File: src/rtl/key_onehot_scanner_if.sv
// ---------------------------------------------------------------------------
// key_onehot_scanner_if
//   Groups the key inputs and the captured-key outputs of the scanner.
//   Signals:
//     key_in [3:0]  raw key lines, 1 = pressed, asynchronous to clk
//     onehot [3:0]  one-hot code of the captured key, 4'b0000 when none held
//     valid         high while onehot is non-zero
//     press         single-cycle strobe on each new capture
//   Modports:
//     master  drives key_in and observes the outputs (key source / bench)
//     slave   the scanner itself
// ---------------------------------------------------------------------------
interface key_onehot_scanner_if;
    logic [3:0] key_in;
    logic [3:0] onehot;
    logic       valid;
    logic       press;

    modport master (output key_in, input onehot, input valid, input press);
    modport slave  (input key_in, output onehot, output valid, output press);
endinterface

File: src/rtl/key_onehot_scanner.sv
// ---------------------------------------------------------------------------
// key_onehot_scanner
//   Front end of the 4-to-2 encoder. Each raw key line is synchronised
//   through two flops and debounced. A two-state FSM then captures the
//   highest-index pressed key and locks onto it until that key is released,
//   so the one-hot code handed to the encoder never glitches.
//   Ports:
//     clk  rising-edge system clock
//     rst  asynchronous, active-high reset
//     bus  key_onehot_scanner_if.slave (key_in in; onehot, valid, press out)
//   Parameter:
//     DEBOUNCE_CYCLES  consecutive mismatching synchronised samples needed
//                      before a key's stable state flips (>= 1)
// ---------------------------------------------------------------------------
module key_onehot_scanner #(
    parameter int DEBOUNCE_CYCLES = 4
) (
    input  logic                  clk,
    input  logic                  rst,
    key_onehot_scanner_if.slave   bus
);

    localparam int CNT_W = $clog2(DEBOUNCE_CYCLES + 1);
    localparam logic [CNT_W-1:0] CNT_LAST = CNT_W'(DEBOUNCE_CYCLES - 1);

    typedef enum logic {
        IDLE,
        HELD
    } state_t;

    logic [3:0]       r_meta;
    logic [3:0]       r_sync;
    logic [3:0]       r_stable;
    logic [CNT_W-1:0] r_cnt [4];

    state_t           r_state;
    state_t           w_stateNext;
    logic [1:0]       r_capIdx;
    logic [1:0]       w_capIdxNext;
    logic [1:0]       w_priIdx;

    logic [3:0]       r_onehot;
    logic             r_valid;
    logic             r_press;
    logic [3:0]       w_onehotNext;
    logic             w_pressNext;

    // Two-flop synchroniser for the asynchronous key lines.
    always_ff @(posedge clk or posedge rst) begin
        if (rst) begin
            r_meta <= '0;
            r_sync <= '0;
        end else begin
            r_meta <= bus.key_in;
            r_sync <= r_meta;
        end
    end

    // Per-key debounce: the count only survives an unbroken run of
    // mismatches, so any single-cycle return to the stable level restarts it.
    // The flip happens on the edge that would otherwise take the count to
    // DEBOUNCE_CYCLES.
    always_ff @(posedge clk or posedge rst) begin
        if (rst) begin
            r_stable <= '0;
            for (int i = 0; i < 4; i++) begin
                r_cnt[i] <= '0;
            end
        end else begin
            for (int i = 0; i < 4; i++) begin
                if (r_sync[i] == r_stable[i]) begin
                    r_cnt[i] <= '0;
                end else if (r_cnt[i] == CNT_LAST) begin
                    r_stable[i] <= ~r_stable[i];
                    r_cnt[i]    <= '0;
                end else begin
                    r_cnt[i] <= r_cnt[i] + CNT_W'(1);
                end
            end
        end
    end

    // Priority pick among stable-pressed keys: later iterations overwrite
    // earlier ones, so the highest index wins.
    always_comb begin
        w_priIdx = '0;
        for (int i = 0; i < 4; i++) begin
            if (r_stable[i]) begin
                w_priIdx = 2'(i);
            end
        end
    end

    // FSM state register, together with the index of the locked key.
    always_ff @(posedge clk or posedge rst) begin
        if (rst) begin
            r_state  <= IDLE;
            r_capIdx <= '0;
        end else begin
            r_state  <= w_stateNext;
            r_capIdx <= w_capIdxNext;
        end
    end

    // Next-state logic. Once HELD, only the captured key's release matters;
    // every other key, including higher-priority ones, is ignored.
    always_comb begin
        w_stateNext  = r_state;
        w_capIdxNext = r_capIdx;
        case (r_state)
            IDLE: begin
                if (|r_stable) begin
                    w_stateNext  = HELD;
                    w_capIdxNext = w_priIdx;
                end
            end
            HELD: begin
                if (!r_stable[r_capIdx]) begin
                    w_stateNext = IDLE;
                end
            end
            default: begin
                w_stateNext = IDLE;
            end
        endcase
    end

    // Output decode, registered below. The release edge drives onehot to
    // zero and moves to IDLE, so there is always at least one zero cycle
    // before the next capture and its press strobe.
    always_comb begin
        w_onehotNext = '0;
        w_pressNext  = 1'b0;
        case (r_state)
            IDLE: begin
                if (|r_stable) begin
                    w_onehotNext = 4'b0001 << w_priIdx;
                    w_pressNext  = 1'b1;
                end
            end
            HELD: begin
                if (r_stable[r_capIdx]) begin
                    w_onehotNext = 4'b0001 << r_capIdx;
                end
            end
            default: begin
                w_onehotNext = '0;
            end
        endcase
    end

    // Output registers; valid is derived from the same next value so it
    // always equals the OR of onehot.
    always_ff @(posedge clk or posedge rst) begin
        if (rst) begin
            r_onehot <= '0;
            r_valid  <= 1'b0;
            r_press  <= 1'b0;
        end else begin
            r_onehot <= w_onehotNext;
            r_valid  <= |w_onehotNext;
            r_press  <= w_pressNext;
        end
    end

    assign bus.onehot = r_onehot;
    assign bus.valid  = r_valid;
    assign bus.press  = r_press;

endmodule

File: src/flat_wrapper.sv
// flat-port wrapper written by rule: the top's interface ports become plain ports
module key_onehot_scanner_flat 
#(
    parameter int DEBOUNCE_CYCLES = 4
)
  (clk, rst, bus_key_in, bus_onehot, bus_valid, bus_press);
  key_onehot_scanner_if bus_i ();
  input  logic clk;
  input  logic rst;
  input wire logic [$bits(bus_i.key_in)-1:0] bus_key_in;
  output wire logic [$bits(bus_i.onehot)-1:0] bus_onehot;
  output wire logic [$bits(bus_i.valid)-1:0] bus_valid;
  output wire logic [$bits(bus_i.press)-1:0] bus_press;
  assign bus_i.key_in = bus_key_in;
  assign bus_onehot = bus_i.onehot;
  assign bus_valid = bus_i.valid;
  assign bus_press = bus_i.press;
  key_onehot_scanner #(.DEBOUNCE_CYCLES(DEBOUNCE_CYCLES)) u_core (.clk(clk), .rst(rst), .bus(bus_i));
endmodule
File: config.mk
export PLATFORM = sky130hd
export DESIGN_NAME = key_onehot_scanner_flat
export DESIGN_NICKNAME = d
export VERILOG_FILES = /design/src/rtl/key_onehot_scanner_if.sv /design/src/rtl/key_onehot_scanner.sv /design/src/flat_wrapper.sv
export SDC_FILE = /design/constraint.sdc
export NUM_CORES = 1
export LEC_CHECK = 0
export CAP_MARGIN = 20
export CORE_ASPECT_RATIO = 1.1
export CORE_MARGIN = 2
export CORE_UTILIZATION = 45
export CTS_CLUSTER_SIZE = 14
export DETAILED_ROUTE_END_ITERATION = 16
export PLACE_DENSITY = 0.67
export SLEW_MARGIN = 30
export SYNTH_ARGS = -nofsm -noshare
export SYNTH_HDL_FRONTEND = slang
export SYNTH_SLANG_ARGS = --single-unit
File: constraint.sdc
create_clock -name clk -period 2.6 [get_ports clk]
set_input_delay 0.26 -clock clk [delete_from_list [all_inputs] [get_ports clk]]
set_output_delay 0.26 -clock clk [all_outputs]
set_load 0.01 [all_outputs]
After elaboration in Yosys (flattened, before gate mapping)
Cells that the tools add are included.
{"block": "classes", "reduce_logical": 7, "mul": 0, "n_mux": 20, "eq_ne": 8, "bitwise": 9, "n_div": 0, "n_addsub": 4, "n_shift": 2, "magnitude_cmp": 1}
{"cell": "3-bit 2-to-1 mux", "n": 8}
{"cell": "3-bit by 1-bit adder with 3-bit output (second input constant)", "n": 4}
{"cell": "3-bit by 2-bit equality test with 1-bit output (second input constant)", "n": 4}
{"cell": "2-bit AND reduction", "n": 5}
{"cell": "1-bit inverter", "n": 9}
{"cell": "4-bit 2-to-1 mux", "n": 2}
{"cell": "4-bit case mux with 2 select lines", "n": 1}
{"cell": "4-bit OR reduction", "n": 2}
{"cell": "1-bit by 2-bit left shift with 4-bit output (first input constant)", "n": 2}
{"cell": "1-bit 2-to-1 mux", "n": 5}
{"cell": "1-bit equality test", "n": 4}
{"cell": "2-bit 2-to-1 mux", "n": 2}
{"cell": "2-bit by 3-bit less-than comparator with 1-bit output (second input constant)", "n": 1}
{"cell": "1-bit binary-select mux with 2-bit select", "n": 1}
{"cell": "1-bit case mux with 2 select lines", "n": 1}
{"block": "word_totals", "romBits": 0, "ramBits": 0, "word_cells": 66, "mem_count": 0, "latchBits": 0, "reg_bits": 33}

Longest topological paths before layout
Gate-level depths: netlist (run 1).
{"block": "depth", "word_depth": 7, "depth_mapped": 4}

Least setup slack after synthesis (run 1)
Ideal clock, no wire load.
{"block": "synth_path", "kind": "register -> register", "from": "register u_core.r_cnt[0] (netlist bit)", "to": "register u_core.r_stable[3]", "setup_slack_ns": 1.475, "required_time_ns": 2.472, "period_less_slack_ns": 1.125, "stages_incl_launch_ff": 4, "setup_time_ns": 0.128, "t_arrival_ns": 0.998, "path_cell_list": "dfrtp_1 ha_1 nor2b_1 mux2_1"}
{"block": "synth_between", "elab_chain_len": 2}
{"item": "start, declared", "line_no": "key_onehot_scanner.sv:34", "text": "logic [CNT_W-1:0] r_cnt [4];"}
{"item": "start signal, assigned by index", "line_no": "key_onehot_scanner.sv:77", "text": "r_cnt[i] <= r_cnt[i] + CNT_W'(1);"}
{"item": "3-bit by 2-bit equality test with 1-bit output", "line_no": "key_onehot_scanner.sv:73", "text": "end else if (r_cnt[i] == CNT_LAST) begin"}
{"item": "2-bit AND reduction (no line)"}
{"item": "end signal, assigned by index", "line_no": "key_onehot_scanner.sv:74", "text": "r_stable[i] <= ~r_stable[i];"}
{"item": "end, declared", "line_no": "key_onehot_scanner.sv:33", "text": "logic [3:0] r_stable;"}
Every way passes these cells.
A chain may end at the register's enable or synchronous reset.

Worst setup path in the final report (run 1)
{"block": "layout_path", "from": "register u_core.r_onehot[0] (netlist: u_core.bus.onehot[0])", "to": "output bus_onehot[0]"}
{"item": "start, declared", "line_no": "key_onehot_scanner.sv:42", "text": "logic [3:0] r_onehot;"}
{"item": "start signal, assigned", "line_no": "key_onehot_scanner.sv:160", "text": "r_onehot <= w_onehotNext;"}
{"item": "end, declared", "line_no": "flat_wrapper.sv:11", "text": "output wire logic [$bits(bus_i.onehot)-1:0] bus_onehot;"}
No word-level cell between the ends.

==> key figures, run 1 <==
Run status
  – Outcome: complete, no violations

Setup path
  – CP bufs+invs: 1
  – CP cell instances: clkdlybuf4s50_1
  – WP data arrival: 1220 ps
  – Worst Path Required: 2340 ps
  – Worst setup path class: reg2out
  – Crit-path leading delay family: buffers and inverters
  – Worst setup SP type: register
  – CP Max Fanout: 1
  – Slowest CP cell: clkdlybuf4s50_1
  – Crit. End Element: output pin
  – Critical Path Max Stage Delay: 540 ps

Power
  – Pleak: 0.660 nW
  – PD cells: 1090 nW/um^2
  – Switching power: 528 uW
  – Peak VDD IR: 0.000559 V
  – Clock share of power: 17.1%
  – Logic gate share of total power: 30.9%
  – Sequential power share: 52.0%
  – Internal: 1.05 mW
  – Sw Share: 33.5%

Global route
  – Vias in the first global route: 741
  – Initial antenna violation count: 0
  – Total track usage: 15.1%
  – Largest net degree at the start of global routing: 34
  – GRT overflow: 0
  – First-pass GRT wire length: 3240 um

Synthesis
  – Ranking of synthesized cells by area: dfrtp_1 66%, ha_1 4.0%, nor3b_1 3.6%
  – Post-Syn Nets: 104
  – Ys async rst share: 100%
  – Sequential-to-total area share from yosys stat: 65.7%
  – Most common flop cell mapped by yosys: dfrtp_1
  – Warnings from Yosys: 0
  – Synthesized area per cell: 13.4 um^2
  – Post-synth cell types: 25
  – Syn Inst Count: 94
  – Post-synth EDFFs: 0
  – Yosys reg bits: 33
  – Top-count cell post-synth: dfrtp_1
  – Syn Std Cell Area: 1260 um^2
  – Post-synth top area share: 65.7%
  – Commonest cells post-synth: 33 x dfrtp_1, 7 x nor2b_1, 6 x nor3b_1, 5 x nor3_1
  – Cell taking the most area after synthesis: dfrtp_1

CTS
  – CTS sink cnt: 33
  – Total setup buffers inserted after CTS: 0
  – Reg clk slew, reported paths: 100 ps
  – Clk Latency, worst-skew pair: 340 ps
  – CTS tree: built
  – H-tree depth: 2
  – Clk buf depth: 2
  – Total CTS buffers: 5
  – Post-CTS resize count: 0
  – Root buffer cell: clkbuf_4
  – Cts hold-fix bufs: 0

Route
  – Wire length on met2: 917 um
  – Routed wire length: 1830 um
  – Avg WL per Cell: 12.7 um
  – Vias/cell: 5.05
  – Top Metal Used: met4
  – Post-route DRC violation count: 0
  – Met1 Wirelength: 770 um
  – 1st-iter DRT viols: 26
  – Post-route ant nets: 0
  – Routed via count: 727
  – Drt first pass iters: 4
  – Met3 wire length: 80 um

Die
  – Chip width: 54.4 um
  – I/O pins: 12
  – Die H: 59.4 um
  – Core ar.: 2700 um^2
  – Row cnt: 20
  – Die footprint: 3230 um^2
  – Starting Density: 46.5%

Placed design
  – Port Buf Inserts: 11
  – Final HPWL DP: 1300 um
  – Dpl ws: 1400 ps
  – Final GP Congestion: 0.713

STA
  – Crit path time final: 1480 ps
  – Slew HR: 72.8%
  – Fmax: 0.675 GHz
  – Final Hold Viols: 0
  – Final setup TNS: 0 ps
  – Final slew viol count: 0
  – Crit share post-route: 57.0%
  – Worst setup margin: 1120 ps
  – Setup Viol. Count Final: 0
  – Slew @ Worst Pin: 408 ps
  – RSZ-0062 raised after global routing: no
  – Clock skew: 12.8 ps

Cells and area
  – Area delta synth->final: 15.0%
  – Layout cells sized above 1: 10.8%
  – Antenna cells: 0
  – # nets final: 120
  – Layout filler cell count: 242

Flow run
  – Maxcap violations: 0

Worst hold path
  – HP Class: in2async
sequential cells by signal (all words and copies together), names as in the netlist:
name	cells
u_core.r_capIdx	2
u_core.r_state	1
u_core.bus.onehot	4
u_core.bus.press	1
u_core.r_stable	4
u_core.r_cnt	12
u_core.bus.valid	1
u_core.r_sync	4
u_core.r_meta	4
worst min-delay path, delay by kind of cell:
| kind | cells | cell delay [ps] |
|---|---|---|
| buffers and inverters | 3 | 800 |
cell families (layout without fill, tap and decap cells):
kind of cell | Yosys count | after routing | share of synthesized area (%)
compound gates | 16 | 16 | 8.26
xor+xnor | 4 | 4 | 2.79
fa+ha+maj | 4 | 4 | 3.98
buf+inv | 5 | 22 | 2.29
flops | 33 | 33 | 65.7
mux | 3 | 3 | 2.69
simple gates | 29 | 29 | 14.3
final timing paths:
kind	startpoint	endpoint	depth (start not counted)	slack, ps
max	u_core.bus.onehot[0]$_DFF_PP0_	bus_onehot[0]	1	1120
min	rst	u_core.r_stable[2]$_DFFE_PP0P_	3	290
max reg2reg	u_core.r_cnt[6]$_DFF_PP0_	u_core.r_stable[1]$_DFFE_PP0P_	3	1390
min reg2reg	u_core.r_meta[3]$_DFF_PP0_	u_core.r_sync[3]$_DFF_PP0_	0	350
max in group asynchronous	rst	u_core.r_cnt[10]$_DFF_PP0_	3	2000
min in group clk	u_core.r_meta[3]$_DFF_PP0_	u_core.r_sync[3]$_DFF_PP0_	0	350
final cells by class:
class                   instances  area, um^2  share of cell area [%]
well taps                      33        41.3                    2.85
clock inverters                 2        10.0                   0.692
repair buffers                 12         118                    8.13
inverters                       2        7.51                   0.519
clock buffers                   6        41.3                    2.85
flip-flops and latches         33         826                    57.1
multi-input cells              56         403                    27.9
layer usage:
layer / vias to the layer above / GRT usage [%]
met5: - / 0
met4: 0 / 11.8
met3: 8 / 5.30
met2: 15 / 22.0
met1: 352 / 17.7
li1: 352 / -
placed cells by master, fill, tap and decap left out, drive strengths merged, types with 3 or more instances in the layout:
cell,count
nor2,4
o21ai,6
dfrtp,33
nor3,5
nor3b,7
mux2,3
nor2b,7
ha,4
a21oi,3
xnor2,4
clkbuf,6
clkdlybuf4s50,11
nand2,3
power groups by stage:
stage / registers (mW) / clock network [mW] / logic, mW
floorplan: 0.779 / 0 / 0.388
global placement: 0.824 / 0 / 0.472
detailed placement: 0.832 / 0 / 0.494
CTS: 0.820 / 0.286 / 0.499
global route: 0.847 / 0.315 / 0.559
finish: 0.819 / 0.269 / 0.486
stage by stage:
| stage | power [mW] | hold slack (ps) | instances | util (%) | cell area [um^2] |
|---|---|---|---|---|---|
| after floorplan | 1.17 | 291 | 94 | - | 1260 |
| after global placement | 1.30 | 333 | 136 | 51.6 | 1400 |
| after detailed placement | 1.33 | 336 | 136 | 51.6 | 1400 |
| after CTS | 1.60 | 287 | 144 | 53.5 | 1450 |
| after global routing | 1.72 | 315 | 144 | 53.5 | 1450 |
| final | 1.57 | 293 | 144 | 53.5 | 1450 |
No activity file was read; power rests on OpenSTA's default activity.
==> run 2: changes to the inputs <==
--- a/config.mk
+++ b/config.mk
@@ -11,7 +11,7 @@
 export CORE_UTILIZATION = 45
 export CTS_CLUSTER_SIZE = 14
 export DETAILED_ROUTE_END_ITERATION = 16
-export PLACE_DENSITY = 0.67
+export PLACE_DENSITY = 0.7
 export SLEW_MARGIN = 30
 export SYNTH_ARGS = -nofsm -noshare
 export SYNTH_HDL_FRONTEND = slang
==> constraint.sdc (replaced) <==
create_clock -name clk -period 1.2 [get_ports clk]
set_input_delay 0.12 -clock clk [delete_from_list [all_inputs] [get_ports clk]]
set_output_delay 0.12 -clock clk [all_outputs]
set_load 0.01 [all_outputs]
==> run 2 against run 1 <==
Setup slack got worse by 1100 ps; clock power rose to 2.6 times the previous value; sequential share of layout area is 2.5 points lower; flip-flop and latch count unchanged; power grew 130%; die area stayed put; combinational power increased by 130%; clock skew is 7.7 ps lower; sequential power increased by 110%; critical path depth grew 2; largest power group unchanged.
==> key figures, run 2 (same netlist as run 1, synthesis figures left out) <==
Die
  – Row cnt: 20
  – I/O pins: 12
  – Die H: 59.4 um
  – Core ar.: 2700 um^2
  – Die footprint: 3230 um^2
  – Starting Density: 46.5%
  – Chip width: 54.4 um

Cells and area
  – Final Util: 55.9%
  – Layout filler cell count: 232
  – Layout Cells excl Fill: 146
  – Most common cell after layout, fill and taps aside: dfrtp_1
  – Commonest cells after routing, fill and taps aside: 33 x dfrtp_1, 6 x nor3b_1, 6 x dlygate4sd2_1
  – Area delta synth->final: 20.2%
  – # nets final: 122
  – Layout cells sized above 1: 18.6%
  – Largest register FFs: 12
  – Antenna cells: 0
  – Most flop-heavy register: u_core.r_cnt

CTS
  – Total CTS buffers: 5
  – Clk buf depth: 2
  – Cts hold-fix bufs: 0
  – Clk Latency, worst-skew pair: 340 ps
  – CTS tree: built
  – Root buffer cell: clkbuf_4
  – H-tree depth: 2
  – Reg clk slew, reported paths: 90 ps
  – CTS sink cnt: 33

Route
  – 1st-iter DRT viols: 6
  – Vias/cell: 5.01
  – Avg WL per Cell: 12.3 um
  – Routed via count: 732
  – Post-route ant nets: 0
  – Drt first pass iters: 4
  – Routed wire length: 1790 um
  – Post-route DRC violation count: 0

STA
  – Clock skew: 5.14 ps
  – RSZ-0062 raised after global routing: no
  – Slew HR: 80.3%
  – Crit path time final: 1160 ps
  – Fmax: 0.859 GHz
  – Crit share post-route: 97.0%
  – Final Hold Viols: 0
  – Final slew viol count: 0
  – Slew @ Worst Pin: 293 ps
  – Setup Viol. Count Final: 0

Power
  – Peak VDD IR: 0.00119 V
  – Total power: 3.55 mW
  – PD cells: 2350 nW/um^2
  – Pleak: 0.702 nW

Setup path
  – WP data arrival: 1400 ps
  – R2r setup slk: 40 ps
  – Worst setup SP type: register
  – CP Max Fanout: 2
  – R2r endpoint: u_core.r_stable[0]$_DFFE_PP0P_
  – Worst setup path class: reg2reg
  – Worst Setup EP: u_core.r_stable[0]$_DFFE_PP0P_
  – Worst reg2reg startpoint: u_core.r_cnt[9]$_DFF_PP0_
  – Worst Path Required: 1430 ps
  – Crit. End Element: register
  – R2R depth: 3
  – Setup crit start: u_core.r_cnt[9]$_DFF_PP0_

Global route
  – Largest net degree at the start of global routing: 34
  – Initial antenna violation count: 0
  – First-pass GRT wire length: 3020 um
  – Vias in the first global route: 719
  – GRT overflow: 0
  – Total track usage: 14.0%

Placed design
  – Port Buf Inserts: 11
  – Final GP Congestion: 0.759
  – Inst Count DP: 137
  – Final HPWL DP: 1250 um

Run status
  – Outcome: complete, no violations

Worst hold path
  – HP Class: in2async

Flow run
  – Maxcap violations: 0
## run 2: cell types whose count changed in the layout (fill, tap and decap cells not counted), moves of 2 or more
cell             previous run  this run
clkdlybuf4s50_1            11         5
dlygate4sd2_1               0         6
nor2b_1                     7         4
clkbuf_8                    0         2
ha_1                        4         2
ha_2                        0         2
nor2b_4                     0         2
## run 2: what timing repair did
action	in CTS	in global routing
setup buffers	0	1
endpoints found under the hold margin	0	0
endpoints found under the setup margin	8	3
gates resized for setup	9	5
## run 2: critical path: stages (launching register included)
cell and delay (ps):
dfrtp_1 390, ha_1 200, nor2b_2 160, mux2_1 300
## run 2: worst min path at each step
stage | end | slack, ps
final | u_core.r_sync[2]$_DFF_PP0_ | 100
after global routing | u_core.r_meta[2]$_DFF_PP0_ | 120
after CTS | u_core.r_cnt[5]$_DFF_PP0_ | 110
after detailed placement | u_core.r_sync[0]$_DFF_PP0_ | 340
after global placement | u_core.r_sync[3]$_DFF_PP0_ | 330
after floorplan | u_core.r_meta[0]$_DFF_PP0_ | 150
## run 2: per-layer routing
layer  wire, um  track usage, %  up-vias
met5          0               0        -
met4         45            11.8        0
met3        105            5.30        5
met2        922            21.9       15
met1        720            14.5      358
li1           -               -      354
## run 2: per-stage QoR
| stage | cell area, um^2 | TNS [ps] | hold slack [ps] | setup WS, ps |
|---|---|---|---|---|
| CTS | 1490 | 0 | 105 | 3.48 |
| global route | 1510 | 0 | 120 | 9.01 |
| detailed placement | 1420 | -27.1 | 337 | -20.0 |
| floorplan | 1260 | 0 | 151 | 74.8 |
| finish | 1510 | 0 | 100 | 36.2 |
| global placement | 1420 | 0 | 332 | 54.0 |
## run 2: area by class of cell
class | count | area, um^2 | area share [%]
multi-input cells | 56 | 429 | 28.4
repair buffers | 14 | 138 | 9.11
clock inverters | 1 | 5.00 | 0.331
well taps | 33 | 41.3 | 2.73
flip-flops and latches | 33 | 826 | 54.6
clock buffers | 7 | 65.1 | 4.30
inverters | 2 | 7.51 | 0.497
## run 2: power by group
group	total (mW)	switching, mW	internal, mW
clock	0.704	0.365	0.339
combinational	1.10	0.489	0.616
sequential	1.74	0.299	1.44
total	3.55	1.15	2.40
==> run 3: changes to the inputs <==
--- a/config.mk
+++ b/config.mk
@@ -5,7 +5,7 @@
 export SDC_FILE = /design/constraint.sdc
 export NUM_CORES = 1
 export LEC_CHECK = 0
-export CAP_MARGIN = 20
+export CAP_MARGIN = 40
 export CORE_ASPECT_RATIO = 1.1
 export CORE_MARGIN = 2
 export CORE_UTILIZATION = 45
==> results of run 3 <==
No change in the layout: final DEF, timing and power equal those of run 2.
